--- src/rtl/ifm_out_fsm.sv ---
// Drains the per-frame status FIFO and the data FIFO of the MAC receive path.
// Good frames go out as AXI4-Stream; bad or disabled frames are dropped. Frame and byte counters are kept.
module ifm_out_fsm #(
   parameter int C_CNT_W      = 32,
   parameter int C_BYTE_CNT_W = 48
) (
   input  logic                    rx_clk,
   input  logic                    rx_reset,
   input  logic [72:0]             data_fifo_rdata,
   input  logic                    data_fifo_empty,
   output logic                    data_fifo_rden,
   input  logic [7:0]              info_fifo_rdata,
   input  logic                    info_fifo_empty,
   output logic                    info_fifo_rden,
   input  logic                    fwd_enable,
   output logic [63:0]             m_axis_tdata,
   output logic [7:0]              m_axis_tkeep,
   output logic                    m_axis_tlast,
   output logic                    m_axis_tvalid,
   input  logic                    m_axis_tready,
   output logic [C_CNT_W-1:0]      good_frame_cnt,
   output logic [C_CNT_W-1:0]      bad_frame_cnt,
   output logic [C_CNT_W-1:0]      dis_frame_cnt,
   output logic [C_BYTE_CNT_W-1:0] good_byte_cnt,
   output logic [3:0]              ifm_out_fsm_dbg
);

   typedef enum logic [1:0] {
      S_IDLE = 2'd0,
      S_FWD  = 2'd1,
      S_DISC = 2'd2,
      S_ILL  = 2'd3
   } state_t;

   state_t                  state_q, state_d;
   logic [C_CNT_W-1:0]      good_q, good_d;
   logic [C_CNT_W-1:0]      bad_q, bad_d;
   logic [C_CNT_W-1:0]      dis_q, dis_d;
   logic [C_BYTE_CNT_W-1:0] bytes_q, bytes_d;
   logic [3:0]              keep_cnt;
   logic                    head_last;

   assign head_last    = data_fifo_rdata[72];
   assign m_axis_tdata = data_fifo_rdata[63:0];
   assign m_axis_tkeep = data_fifo_rdata[71:64];

   always_comb begin
      keep_cnt = '0;
      for (int unsigned i = 0; i < 8; i++) begin
         keep_cnt = keep_cnt + 4'(data_fifo_rdata[64+i]);
      end
   end

   always_ff @(posedge rx_clk or posedge rx_reset) begin
      if (rx_reset) begin
         state_q <= S_IDLE;
         good_q  <= '0;
         bad_q   <= '0;
         dis_q   <= '0;
         bytes_q <= '0;
      end else begin
         state_q <= state_d;
         good_q  <= good_d;
         bad_q   <= bad_d;
         dis_q   <= dis_d;
         bytes_q <= bytes_d;
      end
   end

   always_comb begin
      state_d        = state_q;
      good_d         = good_q;
      bad_d          = bad_q;
      dis_d          = dis_q;
      bytes_d        = bytes_q;
      info_fifo_rden = 1'b0;
      data_fifo_rden = 1'b0;
      m_axis_tvalid  = 1'b0;
      m_axis_tlast   = 1'b0;
      case (state_q)
         S_IDLE: begin
            // fwd_enable is only looked at here, so a frame's fate is fixed at its status pop
            info_fifo_rden = ~info_fifo_empty;
            if (!info_fifo_empty) begin
               if (info_fifo_rdata[0]) begin
                  state_d = S_DISC;
                  bad_d   = bad_q + C_CNT_W'(1);
               end else if (fwd_enable) begin
                  state_d = S_FWD;
               end else begin
                  state_d = S_DISC;
                  dis_d   = dis_q + C_CNT_W'(1);
               end
            end
         end
         S_FWD: begin
            m_axis_tvalid  = ~data_fifo_empty;
            m_axis_tlast   = ~data_fifo_empty & head_last;
            data_fifo_rden = ~data_fifo_empty & m_axis_tready;
            if (data_fifo_rden) begin
               bytes_d = bytes_q + C_BYTE_CNT_W'(keep_cnt);
               if (head_last) begin
                  good_d  = good_q + C_CNT_W'(1);
                  state_d = S_IDLE;
               end
            end
         end
         S_DISC: begin
            data_fifo_rden = ~data_fifo_empty;
            if (!data_fifo_empty && head_last) begin
               state_d = S_IDLE;
            end
         end
         default: state_d = S_IDLE;
      endcase
   end

   assign good_frame_cnt  = good_q;
   assign bad_frame_cnt   = bad_q;
   assign dis_frame_cnt   = dis_q;
   assign good_byte_cnt   = bytes_q;
   assign ifm_out_fsm_dbg = {2'b00, state_q};

endmodule

--- config.mk ---
export PLATFORM = sky130hd
export DESIGN_NAME = ifm_out_fsm
export DESIGN_NICKNAME = d
export VERILOG_FILES = /design/src/rtl/ifm_out_fsm.sv
export SDC_FILE = /design/constraint.sdc
export NUM_CORES = 1
export LEC_CHECK = 0
export CORE_MARGIN = 2
export CORE_UTILIZATION = 24
export DETAILED_ROUTE_END_ITERATION = 8
export DONT_BUFFER_PORTS = 1
export GPL_ROUTABILITY_DRIVEN = 0
export SLEW_MARGIN = 20
export SYNTH_ARGS = -nofsm -noshare
export SYNTH_HDL_FRONTEND = slang
export SYNTH_SLANG_ARGS = --single-unit
--- constraint.sdc ---
create_clock -name rx_clk -period 4.8 [get_ports rx_clk]
set_clock_uncertainty 0.1 [all_clocks]
set_input_delay 0.96 -clock rx_clk [delete_from_list [all_inputs] [get_ports rx_clk]]
set_output_delay 0.96 -clock rx_clk [all_outputs]
set_load 0.005 [all_outputs]
==> key figures <==
Global routing
  • First-pass GRT wire length: ~28 mm
  • Largest net degree at the start of global routing: a little over 90
  • Vias in the first global route: ~4700
  • Grt total ovfl: 0
  • GRT Overall Usage: 10.9%
  • Initial antenna violation count: 0

Setup path
  • Worst r2r dst: good_byte_cnt[24]$_DFFE_PP0P_
  • Most used cell, CP: fa_1
  • Max incr delay on CP: 0.52 ns
  • Critical path class: in -> reg
  • Critical path's slowest cell: fa_1
  • CP endpoint kind: flip-flop
  • Worst R2R Path Depth: 12
  • Data required time of the worst path: between 5 and 6 ns
  • CP Data Arrival Time: around 4.5 ns
  • Startpoint Class: input port
  • RR Startpoint: good_byte_cnt[0]$_DFFE_PP0P_
  • Critical-path cell list: fa_1 -> inv_1 -> fa_1 -> fa_1 -> fa_1 -> inv_1 -> fa_1 -> a21o_1 -> a21o_1 -> nand3_1 -> buf_12 -> nor4b_1 -> xor2_1
  • Critical Path Fanout Max: 16
  • FF-to-FF setup slack: roughly 1.2 ns

Synth
  • Area contributors post-synth: dfrtp_1, xnor2_1, buf_4
  • Yosys synthesis warning count: 0
  • Post-Synth Adder-Cell Area: ~3.3%
  • Mux contribution to synthesized area: less than 1%
  • Distinct cells, synth: 49
  • Post-synth top area cell: dfrtp_1
  • Post-Synth XOR/XNOR Area: 16.2%
  • Syn_area_per_cell: 10.6 µm²
  • Post-Syn Instances: about 710
  • Ys flop type: dfrtp_1
  • EDFF count, synth: 0
  • Simple-gate share of the synthesized area: 20.1%
  • Yosys reg bits: between 100 and 150
  • Largest family of logic cells by synthesized area: simple AND/OR/NAND/NOR gates
  • Seq/Total Area, Yosys: between 40 and 50%
  • Complex-gate fraction of the synthesized area: 1.78%
  • Async SR Flop Fraction: 100%
  • Top cell type's share of synthesized area: 48.9%
  • Synthesized area: ~7500 µm²

Timing
  • Tmin final: 4.21 ns
  • Endpoints failing hold: 0
  • Worst-Margin Slew: between 0.8 and 0.9 ns
  • Slew Viols, Final: 0
  • Final setup violation count: 0
  • Slew Limit Headroom: 45.7%
  • Max Clk Rate: roughly 240 MHz
  • Fin crit share: between 80 and 90%
  • RSZ-0062 raised after global routing: false
  • Setup TNS: 0 ns

Route
  • Max layer used: met4
  • Wire per inst: roughly 16 µm
  • Met2 wire len: around 7.9 mm
  • Drt first pass iters: 4
  • WL met3: roughly 1.8 mm
  • Via count: ~4800
  • Iter 0 DRT Violations: 258
  • Final antenna-violating net count: 0
  • Metal1 wirelength: around 7.5 mm
  • DR vias/cell: 4.48
  • # DRC: 0
  • Total wire length: ~17 mm

Clock network
  • Num Clock Sinks: approximately 150
  • Reg clk slew, reported paths: ~0.07 ns
  • Clock buffer depth: 2
  • # hold bufs at CTS: 0
  • Root Driver: clkbuf_16
  • H-tree Lvls: 4
  • CTS tree: built
  • Num CTS Buffers: 17
  • Clk_lat worst skew: 0.43 ns
  • Post-CTS Resized: 0
  • Postcts setup bufs: 0

Floorplanning
  • I/O pin count: ~310
  • Initial Util: between 20% and 30%
  • Row cnt: 64
  • Die X: roughly 180 µm
  • Core area: between 30000 and 40000 µm²
  • Die H: between 150 and 200 µm
  • Full die area: 32600 µm²

Final layout
  • Final Util: 26.4%
  • Footprint of the multi-input gates: around 3100 µm²
  • Area Overhead vs Synth: 7.94%
  • Final std cells w/o fill: 1063
  • Layout fillers: approximately 3200
  • Commonest non-fill, non-tap cell in the layout: dfrtp_1
  • Most frequent cells in the layout: dfrtp_1, xnor2_1, nand2_1, xor2_1, nand3_1
  • N_diodes: 0
  • Fraction of layout cells with a size suffix above 1: 8.25%
  • Nets: 758
  • Register area: roughly 3700 µm²

Pwr
  • Pwr/cell area: 384 nW/µm²
  • Lkg Pwr: 3.67 nW
  • VDD IR-drop max: approximately 0.00021 V
  • Power Total: around 3.1 mW

Status
  • Status: complete, no violations

Placement
  • Port Buffer Count: 0
  • Placed cells: 1031
  • HPWL Detailed: about 13 mm

Hold path
  • HP Class: in -> async

Run
  • Max-cap violations: 0
-- final cells by class --
type | count | share of cell area [%]
clock buffers | 20 | 5.66
multi-input cells | 454 | 38.9
well taps | 396 | 6.14
clock inverters | 12 | 1.63
flip-flops and latches | 146 | 45.3
repair buffers | 8 | 1.06
inverters | 27 | 1.30
-- Yosys cell counts, types with 2 or more instances --
| master | number |
|---|---|
| a21o_1 | 3 |
| and2_1 | 5 |
| and3_1 | 17 |
| and4_1 | 11 |
| buf_4 | 74 |
| clkbuf_1 | 3 |
| dfrtp_1 | 146 |
| fa_1 | 5 |
| ha_1 | 12 |
| inv_1 | 27 |
| mux2_2 | 3 |
| nand2_1 | 58 |
| nand2b_1 | 5 |
| nand3_1 | 46 |
| nand4_1 | 37 |
| nor2_1 | 35 |
| nor2_2 | 3 |
| nor2b_1 | 2 |
| nor3_1 | 25 |
| nor3b_1 | 3 |
| nor4_1 | 11 |
| nor4b_1 | 3 |
| o2111ai_1 | 3 |
| o21a_1 | 2 |
| o21ai_0 | 4 |
| or2_2 | 2 |
| or4_1 | 2 |
| xnor2_1 | 80 |
| xor2_1 | 58 |
-- stage by stage --
| step | setup slack [ns] | area, µm² | hold slack (ns) |
|---|---|---|---|
| after global placement | 0.191 | 7480 | 0.388 |
| after detailed placement | 0.125 | 7480 | 0.391 |
| final | 0.590 | 8060 | 0.261 |
| after CTS | 0.600 | 8060 | 0.227 |
| after floorplan | 0.348 | 7480 | 0.365 |
| after global routing | 0.457 | 8060 | 0.252 |
-- sequential cells by signal, summed over array words and instances, names as in the netlist --
register / flops
bad_frame_cnt: 32
good_byte_cnt: 48
good_frame_cnt: 32
state_q: 2
dis_frame_cnt: 32
-- worst max path at each step --
stage / endpoint / startpoint / cells past startpoint / slack [ns]
finish: good_byte_cnt[24]$_DFFE_PP0P_ / data_fifo_rdata[64] / 13 / 0.59
global route: good_byte_cnt[24]$_DFFE_PP0P_ / data_fifo_rdata[64] / 13 / 0.46
CTS: good_byte_cnt[24]$_DFFE_PP0P_ / data_fifo_rdata[64] / 13 / 0.60
detailed placement: good_byte_cnt[24]$_DFFE_PP0P_ / data_fifo_rdata[64] / 13 / 0.13
global placement: good_byte_cnt[40]$_DFFE_PP0P_ / data_fifo_rdata[64] / 13 / 0.19
floorplan: good_byte_cnt[30]$_DFFE_PP0P_ / data_fifo_rdata[64] / 13 / 0.35
-- layer usage --
metal,track usage (%),up-vias
li1,-,2231
met1,13.3,2345
met2,16.1,162
met3,5.86,19
met4,3.90,0
met5,0,-
-- worst max-delay path: cells and delay by family --
| family | cells | cell delay (ns) |
|---|---|---|
| fa+ha+maj | 5 | 2.06 |
| compound gates | 2 | 0.41 |
| buf+inv | 3 | 0.32 |
| xor+xnor | 1 | 0.17 |
| simple gates | 2 | 0.54 |
-- power by group --
part	switching (mW)	internal [mW]
combinational	0.195	0.163
sequential	0.111	1.29
clock	0.542	0.792
-- kinds of logic after synthesis --
group / count (synthesis)
compound gates: 18
flops: 146
fa+ha+maj: 17
simple gates: 276
buf+inv: 106
mux: 3
other cells: 1
xor+xnor: 138
(Power assumes the default switching activity.)
